## src/rtl/axi4_lite_pkg.sv

```systemverilog
// Shared types for the AXI4-Lite register slave: write and read FSM states.
package axi4_lite_pkg;

  typedef enum logic [1:0] {
    W_IDLE,
    W_ADDR,
    W_DATA,
    W_RESP
  } wr_state_e;

  typedef enum logic {
    R_IDLE,
    R_DATA
  } rd_state_e;

endpackage

```

## src/rtl/axi4_lite_if.sv

```systemverilog
// AXI4-Lite bus bundle without WSTRB/BRESP/RRESP/PROT.
// Channels: AW (AWVALID/AWREADY/AWADDR), W (WVALID/WREADY/WDATA),
// B (BVALID/BREADY), AR (ARVALID/ARREADY/ARADDR), R (RVALID/RREADY/RDATA).
interface axi4_lite_if #(
  parameter int ADDR_W = 32,
  parameter int DATA_W = 32
);

  logic              AWVALID;
  logic              AWREADY;
  logic [ADDR_W-1:0] AWADDR;
  logic              WVALID;
  logic              WREADY;
  logic [DATA_W-1:0] WDATA;
  logic              BVALID;
  logic              BREADY;
  logic              ARVALID;
  logic              ARREADY;
  logic [ADDR_W-1:0] ARADDR;
  logic              RVALID;
  logic              RREADY;
  logic [DATA_W-1:0] RDATA;

  modport slave (
    input  AWVALID, AWADDR, WVALID, WDATA, BREADY, ARVALID, ARADDR, RREADY,
    output AWREADY, WREADY, BVALID, ARREADY, RVALID, RDATA
  );

  modport master (
    output AWVALID, AWADDR, WVALID, WDATA, BREADY, ARVALID, ARADDR, RREADY,
    input  AWREADY, WREADY, BVALID, ARREADY, RVALID, RDATA
  );

endinterface

```

## src/rtl/axi4_lite_reg_bank.sv

```systemverilog
// Register array with one write port and a combinational read port.
// Ports: clk, rst_n (sync, active-low), we/widx/wdata (write port),
// ridx/rdata (read port), regs_o (flattened contents), wr_stb_o (one-hot
// pulse in the cycle after a write, marking the register written).
module axi4_lite_reg_bank #(
  parameter int DATA_W = 32,
  parameter int REG_N  = 16,
  parameter int IDX_W  = $clog2(REG_N)
) (
  input  logic                    clk,
  input  logic                    rst_n,
  input  logic                    we,
  input  logic [IDX_W-1:0]        widx,
  input  logic [DATA_W-1:0]       wdata,
  input  logic [IDX_W-1:0]        ridx,
  output logic [DATA_W-1:0]       rdata,
  output logic [REG_N*DATA_W-1:0] regs_o,
  output logic [REG_N-1:0]        wr_stb_o
);

  logic [DATA_W-1:0] regs_q [REG_N];
  logic [DATA_W-1:0] regs_d [REG_N];
  logic [REG_N-1:0]  wr_stb_q, wr_stb_d;

  always_comb begin
    regs_d   = regs_q;
    wr_stb_d = '0;
    if (we) begin
      regs_d[widx]   = wdata;
      wr_stb_d[widx] = 1'b1;
    end
  end

  always_ff @(posedge clk) begin
    if (!rst_n) begin
      regs_q   <= '{default: '0};
      wr_stb_q <= '0;
    end else begin
      regs_q   <= regs_d;
      wr_stb_q <= wr_stb_d;
    end
  end

  // Read sees the pre-write value when a write commits in the same cycle.
  assign rdata    = regs_q[ridx];
  assign wr_stb_o = wr_stb_q;

  always_comb begin
    regs_o = '0;
    for (int unsigned i = 0; i < REG_N; i++) begin
      regs_o[i*DATA_W +: DATA_W] = regs_q[i];
    end
  end

endmodule

```

## src/rtl/axi4_lite_reg_slave.sv

```systemverilog
// AXI4-Lite slave exposing REG_N full-word registers.
// Ports: ACLK, ARESETn (sync, active-low), s_axi (AXI4-Lite slave modport),
// regs_o (all register contents, reg i at [i*DATA_W +: DATA_W]),
// wr_stb_o (one-hot pulse marking the register just written).
// Write and read FSMs run independently; register index comes from the
// address bits just above the byte offset, upper bits alias.
module axi4_lite_reg_slave
  import axi4_lite_pkg::*;
#(
  parameter int ADDR_W = 32,
  parameter int DATA_W = 32,
  parameter int REG_N  = 16
) (
  input  logic                    ACLK,
  input  logic                    ARESETn,
  axi4_lite_if.slave              s_axi,
  output logic [REG_N*DATA_W-1:0] regs_o,
  output logic [REG_N-1:0]        wr_stb_o
);

  localparam int IDX_W    = $clog2(REG_N);
  localparam int ADDR_LSB = $clog2(DATA_W / 8);

  wr_state_e         wr_state_q, wr_state_d;
  rd_state_e         rd_state_q, rd_state_d;
  logic              live_q;
  logic [IDX_W-1:0]  aw_idx_q, aw_idx_d;
  logic [DATA_W-1:0] wdata_q, wdata_d;
  logic [DATA_W-1:0] rdata_q, rdata_d;

  logic [ADDR_W-1:0] awaddr, araddr;
  logic [IDX_W-1:0]  aw_idx_in, ar_idx_in;
  logic              aw_hs, w_hs, ar_hs;
  logic              awready, wready, bvalid, arready, rvalid;
  logic              we;
  logic [IDX_W-1:0]  widx;
  logic [DATA_W-1:0] wdata, rd_word;
  logic              unused_addr;

  assign awaddr      = s_axi.AWADDR;
  assign araddr      = s_axi.ARADDR;
  assign aw_idx_in   = awaddr[ADDR_LSB +: IDX_W];
  assign ar_idx_in   = araddr[ADDR_LSB +: IDX_W];
  assign unused_addr = ^{awaddr, araddr};

  // Handshakes are qualified by the READY each state presents; live_q keeps
  // every READY low until the first edge with ARESETn high.
  assign aw_hs = s_axi.AWVALID && awready;
  assign w_hs  = s_axi.WVALID  && wready;
  assign ar_hs = s_axi.ARVALID && arready;

  always_comb begin
    awready = 1'b0;
    wready  = 1'b0;
    bvalid  = 1'b0;
    unique case (wr_state_q)
      W_IDLE: begin awready = live_q; wready = live_q; end
      W_ADDR: wready  = live_q;
      W_DATA: awready = live_q;
      W_RESP: bvalid  = 1'b1;
      default: ;
    endcase
  end

  always_comb begin
    wr_state_d = wr_state_q;
    aw_idx_d   = aw_idx_q;
    wdata_d    = wdata_q;
    we         = 1'b0;
    widx       = aw_idx_q;
    wdata      = wdata_q;
    unique case (wr_state_q)
      W_IDLE: begin
        if (aw_hs && w_hs) begin
          we         = 1'b1;
          widx       = aw_idx_in;
          wdata      = s_axi.WDATA;
          wr_state_d = W_RESP;
        end else if (aw_hs) begin
          aw_idx_d   = aw_idx_in;
          wr_state_d = W_ADDR;
        end else if (w_hs) begin
          wdata_d    = s_axi.WDATA;
          wr_state_d = W_DATA;
        end
      end
      W_ADDR: begin
        if (w_hs) begin
          we         = 1'b1;
          wdata      = s_axi.WDATA;
          wr_state_d = W_RESP;
        end
      end
      W_DATA: begin
        if (aw_hs) begin
          we         = 1'b1;
          widx       = aw_idx_in;
          wr_state_d = W_RESP;
        end
      end
      W_RESP: begin
        if (s_axi.BREADY) wr_state_d = W_IDLE;
      end
      default: wr_state_d = W_IDLE;
    endcase
  end

  always_comb begin
    rd_state_d = rd_state_q;
    rdata_d    = rdata_q;
    arready    = 1'b0;
    rvalid     = 1'b0;
    unique case (rd_state_q)
      R_IDLE: begin
        arready = live_q;
        if (ar_hs) begin
          rdata_d    = rd_word;
          rd_state_d = R_DATA;
        end
      end
      R_DATA: begin
        rvalid = 1'b1;
        if (s_axi.RREADY) rd_state_d = R_IDLE;
      end
      default: rd_state_d = R_IDLE;
    endcase
  end

  always_ff @(posedge ACLK) begin
    if (!ARESETn) begin
      live_q     <= 1'b0;
      wr_state_q <= W_IDLE;
      rd_state_q <= R_IDLE;
      aw_idx_q   <= '0;
      wdata_q    <= '0;
      rdata_q    <= '0;
    end else begin
      live_q     <= 1'b1;
      wr_state_q <= wr_state_d;
      rd_state_q <= rd_state_d;
      aw_idx_q   <= aw_idx_d;
      wdata_q    <= wdata_d;
      rdata_q    <= rdata_d;
    end
  end

  assign s_axi.AWREADY = awready;
  assign s_axi.WREADY  = wready;
  assign s_axi.BVALID  = bvalid;
  assign s_axi.ARREADY = arready;
  assign s_axi.RVALID  = rvalid;
  assign s_axi.RDATA   = rdata_q;

  axi4_lite_reg_bank #(
    .DATA_W (DATA_W),
    .REG_N  (REG_N),
    .IDX_W  (IDX_W)
  ) u_reg_bank (
    .clk      (ACLK),
    .rst_n    (ARESETn),
    .we       (we),
    .widx     (widx),
    .wdata    (wdata),
    .ridx     (ar_idx_in),
    .rdata    (rd_word),
    .regs_o   (regs_o),
    .wr_stb_o (wr_stb_o)
  );

endmodule

```

## src/flat_wrapper.sv

```systemverilog
// flat-port wrapper written by rule: the top's interface ports become plain ports
module axi4_lite_reg_slave_flat import axi4_lite_pkg::*;
#(
  parameter int ADDR_W = 32,
  parameter int DATA_W = 32,
  parameter int REG_N  = 16
)
  (ACLK, ARESETn, regs_o, wr_stb_o, s_axi_AWVALID, s_axi_AWADDR, s_axi_WVALID, s_axi_WDATA, s_axi_BREADY, s_axi_ARVALID, s_axi_ARADDR, s_axi_RREADY, s_axi_AWREADY, s_axi_WREADY, s_axi_BVALID, s_axi_ARREADY, s_axi_RVALID, s_axi_RDATA);
  axi4_lite_if #(.ADDR_W(ADDR_W), .DATA_W(DATA_W)) s_axi_i ();
  input  logic ACLK;
  input  logic ARESETn;
  output logic [REG_N*DATA_W-1:0] regs_o;
  output logic [REG_N-1:0] wr_stb_o;
  input wire logic [$bits(s_axi_i.AWVALID)-1:0] s_axi_AWVALID;
  input wire logic [$bits(s_axi_i.AWADDR)-1:0] s_axi_AWADDR;
  input wire logic [$bits(s_axi_i.WVALID)-1:0] s_axi_WVALID;
  input wire logic [$bits(s_axi_i.WDATA)-1:0] s_axi_WDATA;
  input wire logic [$bits(s_axi_i.BREADY)-1:0] s_axi_BREADY;
  input wire logic [$bits(s_axi_i.ARVALID)-1:0] s_axi_ARVALID;
  input wire logic [$bits(s_axi_i.ARADDR)-1:0] s_axi_ARADDR;
  input wire logic [$bits(s_axi_i.RREADY)-1:0] s_axi_RREADY;
  output wire logic [$bits(s_axi_i.AWREADY)-1:0] s_axi_AWREADY;
  output wire logic [$bits(s_axi_i.WREADY)-1:0] s_axi_WREADY;
  output wire logic [$bits(s_axi_i.BVALID)-1:0] s_axi_BVALID;
  output wire logic [$bits(s_axi_i.ARREADY)-1:0] s_axi_ARREADY;
  output wire logic [$bits(s_axi_i.RVALID)-1:0] s_axi_RVALID;
  output wire logic [$bits(s_axi_i.RDATA)-1:0] s_axi_RDATA;
  assign s_axi_i.AWVALID = s_axi_AWVALID;
  assign s_axi_i.AWADDR = s_axi_AWADDR;
  assign s_axi_i.WVALID = s_axi_WVALID;
  assign s_axi_i.WDATA = s_axi_WDATA;
  assign s_axi_i.BREADY = s_axi_BREADY;
  assign s_axi_i.ARVALID = s_axi_ARVALID;
  assign s_axi_i.ARADDR = s_axi_ARADDR;
  assign s_axi_i.RREADY = s_axi_RREADY;
  assign s_axi_AWREADY = s_axi_i.AWREADY;
  assign s_axi_WREADY = s_axi_i.WREADY;
  assign s_axi_BVALID = s_axi_i.BVALID;
  assign s_axi_ARREADY = s_axi_i.ARREADY;
  assign s_axi_RVALID = s_axi_i.RVALID;
  assign s_axi_RDATA = s_axi_i.RDATA;
  axi4_lite_reg_slave #(.ADDR_W(ADDR_W), .DATA_W(DATA_W), .REG_N(REG_N)) u_core (.ACLK(ACLK), .ARESETn(ARESETn), .s_axi(s_axi_i), .regs_o(regs_o), .wr_stb_o(wr_stb_o));
endmodule
```

## config.mk

```make
export PLATFORM = sky130hd
export DESIGN_NAME = axi4_lite_reg_slave_flat
export DESIGN_NICKNAME = d
export VERILOG_FILES = /design/src/rtl/axi4_lite_pkg.sv /design/src/rtl/axi4_lite_if.sv /design/src/rtl/axi4_lite_reg_bank.sv /design/src/rtl/axi4_lite_reg_slave.sv /design/src/flat_wrapper.sv
export SDC_FILE = /design/constraint.sdc
export NUM_CORES = 1
export LEC_CHECK = 0
export CORE_MARGIN = 1.5
export CORE_UTILIZATION = 35
export DETAILED_ROUTE_END_ITERATION = 6
export PLACE_DENSITY_LB_ADDON = 0.25
export SLEW_MARGIN = 30
export SYNTH_ARGS = -nofsm -noshare
export SYNTH_HDL_FRONTEND = slang
export SYNTH_SLANG_ARGS = --single-unit
```

## constraint.sdc

```tcl
create_clock -name ACLK -period 6.8 [get_ports ACLK]
set_input_delay 1.7 -clock ACLK [delete_from_list [all_inputs] [get_ports ACLK]]
set_output_delay 1.7 -clock ACLK [all_outputs]
set_load 0.05 [all_outputs]
```

Word-level counts from Yosys, hierarchy flattened
Cells that the tools add are included.
- reductions and logical operators: 14
- $lt $le $gt $ge: 5
- bitwise gates (word level): 5
- mux-type cells: 34
- eq/ne operators: 7
- operators with widths (kind ; number):
    $bwmux W512 ; 1
    $mux W32 ; 5
    $bmux W32 S4 ; 1
    $demux W32 S4 ; 1
    $pmux W32 S2 ; 1
    $mux W1 ; 12
    $mux W2 ; 6
    $ge A5 B5 Y1 const B ; 2
    $not A4 Y5 ; 2
    $mux W4 ; 2
    $pmux W2 S4 ; 1
    $pmux W4 S2 ; 1
    $logic_and A1 B1 Y1 ; 6
    $reduce_and A2 Y1 ; 3
    $lt A4 B5 Y1 const B ; 1
    $lt A5 B1 Y1 const B ; 1
    $demux W1 S4 ; 1
    $eq A2 B2 Y1 const B ; 2
    $ge A4 B1 Y1 const B ; 1
    $ne A2 B1 Y1 const B ; 2
    $ne A4 B1 Y1 const B ; 1
    $reduce_and A4 Y1 ; 1
    $reduce_or A2 Y1 ; 2
    $not A1 Y1 ; 3
    6 further kinds ; 6
- input bits: 103
- logic and storage cells: 88
- output and inout port bits: 565
- register bits: 600

Logic depth before layout (Yosys ltp)
- depth in word-level cells: 13
- depth in mapped cells: 10
- gate-level depth less buffers: 7

Hierarchy
From an unflattened synthesis, not the netlist that was laid out.
- cell total of the unflattened synthesis: 3112
- area total of the unflattened synthesis: 28230.8 µm²
- by module, submodules not included (module ; area an instance (µm²) ; cells an instance ; instances ; sequential area each (µm²)):
    axi4_lite_reg_bank ; 25132.9 ; 2725 ; 1 ; 10570.1
    axi4_lite_reg_slave ; 3098.0 ; 387 ; 1 ; 1441.4

Least setup slack after synthesis
OpenSTA, ideal clock, no wires.
- kind: in2reg
- from: in s_axi_ARADDR[2]
- to: reg u_core.rdata_q[31], in the netlist u_core.s_axi.RDATA[31]
- cell stages on the path: 7
- required time: 6.676 ns
- buffers on the path: 3
- data arrival time: 3.675 ns
- library setup time: 0.124 ns
- setup slack: 3.001 ns
- cell sequence: clkbuf_1 buf_1 clkbuf_1 mux4_2 mux4_2 inv_1 o21ai_0
- cells in the longest elaborated chain, start to end: 4
- ends and longest elaborated chain (what ; RTL line ; source):
    start, declared ; flat_wrapper.sv:20 ; input wire logic [$bits(s_axi_i.ARADDR)-1:0] s_axi_ARADDR;
    $not A4 Y5 (implied by the code) ; axi4_lite_reg_bank.sv:45 ; assign rdata = regs_q[ridx];
    $bmux W32 S4 ; axi4_lite_reg_bank.sv:45 ;
    $mux W32 (implied by the code) (2 in a row) ; axi4_lite_reg_bank.sv:45 ;
    end signal, assigned ; axi4_lite_reg_slave.sv:143 ; rdata_q <= rdata_d;
    end, declared ; axi4_lite_reg_slave.sv:29 ; logic [DATA_W-1:0] rdata_q, rdata_d;
No other way between the ends. The select of a mux whose other input is x is not followed.
A chain may end at the register's enable or synchronous reset.

Worst setup path after layout
- from: in s_axi_AWVALID
- to: reg u_core.u_reg_bank.regs_q, in the netlist u_core.u_reg_bank.regs_o[207]
- cells in the longest elaborated chain, start to end: 10
- elaborated cells between the ends (all ways): 17
- classes of those cells: order compare: 2; mux: 11; bitwise: 1; reduce/logical: 3
- ends and longest elaborated chain (what ; RTL line ; source):
    start, declared ; flat_wrapper.sv:14 ; input wire logic [$bits(s_axi_i.AWVALID)-1:0] s_axi_AWVALID;
    $logic_and A1 B1 Y1 (*) ; axi4_lite_reg_slave.sv:48 ; assign aw_hs = s_axi.AWVALID && awready;
    $logic_and A1 B1 Y1 ; axi4_lite_reg_slave.sv:74 ; if (aw_hs && w_hs) begin
    $mux W4 ; axi4_lite_reg_slave.sv:74 ;
    $pmux W4 S2 ; axi4_lite_reg_slave.sv:72 ; unique case (wr_state_q)
    $not A4 Y5 (implied by the code) ; axi4_lite_reg_bank.sv:29 ; regs_d[widx] = wdata;
    $ge A5 B5 Y1 (implied by the code) / $lt A5 B1 Y1 (equally long branches) ; axi4_lite_reg_bank.sv:29 ;
    $logic_and A1 B1 Y1 (implied by the code) ; axi4_lite_reg_bank.sv:29 ;
    $mux W32 (implied by the code) ; axi4_lite_reg_bank.sv:29 ;
    $demux W32 S4 ; axi4_lite_reg_bank.sv:29 ;
    $bwmux W512 ; axi4_lite_reg_bank.sv:29 ;
    end signal, assigned ; axi4_lite_reg_bank.sv:39 ; regs_q <= regs_d;
    end, declared ; axi4_lite_reg_bank.sv:21 ; logic [DATA_W-1:0] regs_q [REG_N];
Every way passes the cells marked *; elsewhere a longest branch is shown, timed or not.

==> impl_metrics.toml <==
[status]
status = "finished clean"

[clock_tree]
cts_inserted_buffers = 68
cts_num_sinks = 600
htreeDepth = 3
path_clk_slew_ns = 0.06
post-cts-setup-buffers = 0
cts_max_path_buffers = 3
clock_latency_ns = 0.61
cts-resized-gates = 0
hold_buffers = 0
cts-root-buf = "clkbuf_16"
cts_tree = "built"

[cells_and_area]
stdcell_area_um2 = 34800
register_area_um2 = 12000
fillers = 6577
layout-drive-gt1-share = 0.114
multi_input_area_um2 = 12800
nets = 2987
postLayoutCoreUtil = 0.477
syn2layout_area_growth_pct = 34.7

[routing]
via_per_inst = 5.31
drcViolationCount = 0
wl_um = 98800
antenna_left = 0
drtIter0Drc = 1541
dr.pass1.iters = 5
vias = 20700
avgRoutedWirePerCell_um = 25.4

[timing]
rsz0062_at_grt = "no"
drv_slew = 0
final-setup-viol-count = 0
holdWs_ns = 0.458
worst_pin_slew_ns = 0.989
min_period_over_period = 0.680
fin_setup_tns_ns = 0
worst_clock_skew_ns = 0.0314
layout_min_cycle_time_ns = 4.62
hold_viol_final = 0
timing.fmax_mhz = 216
relSlewSlack = 0.341

[synth]
synth_area_leader_cell = "dfxtp_1"
async_flop_share = 0
synthCells = 2371
ys_types = 42
yosysWarnings = 0
synth_top_flop_cell = "dfxtp_1"
synth_nets = 2478
syn_area_per_cell_um2 = 10.9
synth.top_cell.area_share = 0.465
synth-seq-cells = 600
synth_area_leaders = "dfxtp_1 (47%), mux2i_1 (20%), mux4_2 (14%)"
syn_area_um2 = 25800
synth_edf_count = 0
synth_seq_area_share = 0.465

[power_and_ir_drop]
internal-power_w = 0.00596
p_switching_w = 0.00209
comb_power_share = 0.099
p_sw_frac = 0.259
power_density_nw_per_um2 = 231
seq_power_share = 0.443
power.total_w = 0.00805
peakVddDrop_uv = 168
p_clk_frac = 0.458
power.leakage_nw = 13.3

[floorplan]
core-area_um2 = 73000
dieHeight_um = 275
initial_core_util = 0.354
io_pins = 668
die_x_um = 275
die-area_um2 = 75400
num_rows = 99

[grt]
grt-ovfl-total = 0
grt_pass1_wl_um = 142000
antenna_found_initial = 6
track_usage = 0.254
grt_start_max_net_pins = 171
grt_pass1_vias = 20500

[job]
cap_violations = 0

[worst_setup_path]
crit_family = "simple AND/OR/NAND/NOR gates"
cp_data_required_time_ns = 7.31
arrival_ns = 5.13
cp-start-kind = "input port"
path_class = "in2reg"
path_cells = "clkdlybuf4s50_1, nand2_1, o21ai_0, nand4b_1, nor3b_2, buf_4, mux2i_1"
critPathBufInv = 2
cp-end-kind = "register"
max_stage_delay_ns = 0.74
cpMaxStageDelayCell = "nand4b_1"
cp_max_fo = 20

[placement]
place_area_um2 = 32600
hpwl_um = 65900
gp_congestion = 0.846
portBuffers = 611

[min_path]
hold_path_class = "reg2reg"
[flip-flops by register name, summed over array words and instances (netlist names)]
| name | count |
|---|---|
| u_core.aw_idx_q | 4 |
| u_core.wdata_q | 32 |
| u_core.wr_state_q | 2 |
| u_core.live_q | 1 |
| u_core.u_reg_bank.wr_stb_o | 16 |
| u_core.s_axi.RDATA | 32 |
| u_core.rd_state_q | 1 |
| u_core.u_reg_bank.regs_o | 512 |
[worst paths after layout]
path | start | depth (start not counted) | slack [ns] | endpoint
worst min register to register | u_core.s_axi.RDATA[5] | 2 | 0.46 | u_core.s_axi.RDATA[5]
worst max-delay path | s_axi_AWVALID | 7 | 2.18 | u_core.u_reg_bank.regs_o[207]
worst max register to register | u_core.wr_state_q[1] | 8 | 3.10 | u_core.u_reg_bank.regs_o[388]
worst min-delay path | u_core.s_axi.RDATA[5] | 2 | 0.46 | u_core.s_axi.RDATA[5]
[through the flow]
step / worst slack, ns / std cells
finish: 2.18 / 3895
global route: 1.96 / 3893
CTS: 2.22 / 3889
detailed placement: 1.60 / 3769
global placement: 1.66 / 3769
floorplan: 3.00 / 2371
[layer usage]
metal	GRT usage	vias up	share of wire
li1	-	9283	-
met1	0.296	10400	0.38
met2	0.442	816	0.50
met3	0.0668	183	0.084
met4	0.102	2	0.038
met5	0	-	0.00016
[power by group through the flow]
| stage | registers, W | logic (W) | clock network, W |
|---|---|---|---|
| final | 0.00357 | 0.000793 | 0.00369 |
| after floorplan | 0.00368 | 0.000498 | 0 |
| after detailed placement | 0.00364 | 0.000794 | 0 |
| after global placement | 0.00364 | 0.000779 | 0 |
| after CTS | 0.00357 | 0.000796 | 0.00376 |
| after global routing | 0.00357 | 0.000844 | 0.00390 |
[cells in the final DEF, fill, tap and decap left out, types with 33 or more instances in the layout]
cell,n
clkdlybuf4s50_1,606
a21boi_0,33
mux2i_1,516
dfxtp_1,600
nand2_1,647
inv_1,36
o21ai_0,35
buf_4,37
clkbuf_16,69
mux4_2,160
a22o_1,33
[worst min-delay path: stages (launching register included)]
cell,delay [ns]
dfxtp_1,0.32
nand2_1,0.05
o21ai_0,0.06
[cell type report]
| cell class | instances | share of cell area |
|---|---|---|
| antenna | 6 | 0.000431 |
| clock buffer | 101 | 0.0577 |
| clock inverter | 19 | 0.00615 |
| inverter | 36 | 0.00388 |
| multi-input combinational | 1523 | 0.366 |
| sequential | 600 | 0.345 |
| tap | 959 | 0.0345 |
| timing repair buffer | 651 | 0.186 |
[cell families (layout without fill, tap and decap cells)]
group	count (synthesis)	count (layout)	share of synthesized area
simple gates	718	718	0.112
mux	679	679	0.341
flops	600	600	0.465
buf+inv	248	807	0.0460
compound gates	122	122	0.0342
fa+ha+maj	4	4	0.00194
other cells	0	6	0
[synth_stat cells (16+ instances only)]
cell,n
nand2_1,647
dfxtp_1,600
mux2i_1,516
mux4_2,160
clkbuf_1,136
inv_1,36
o21ai_0,35
a21boi_0,33
a22o_1,33
buf_6,24
buf_1,20
buf_2,17
and3_1,16
No activity file was read; power rests on OpenSTA's default activity.
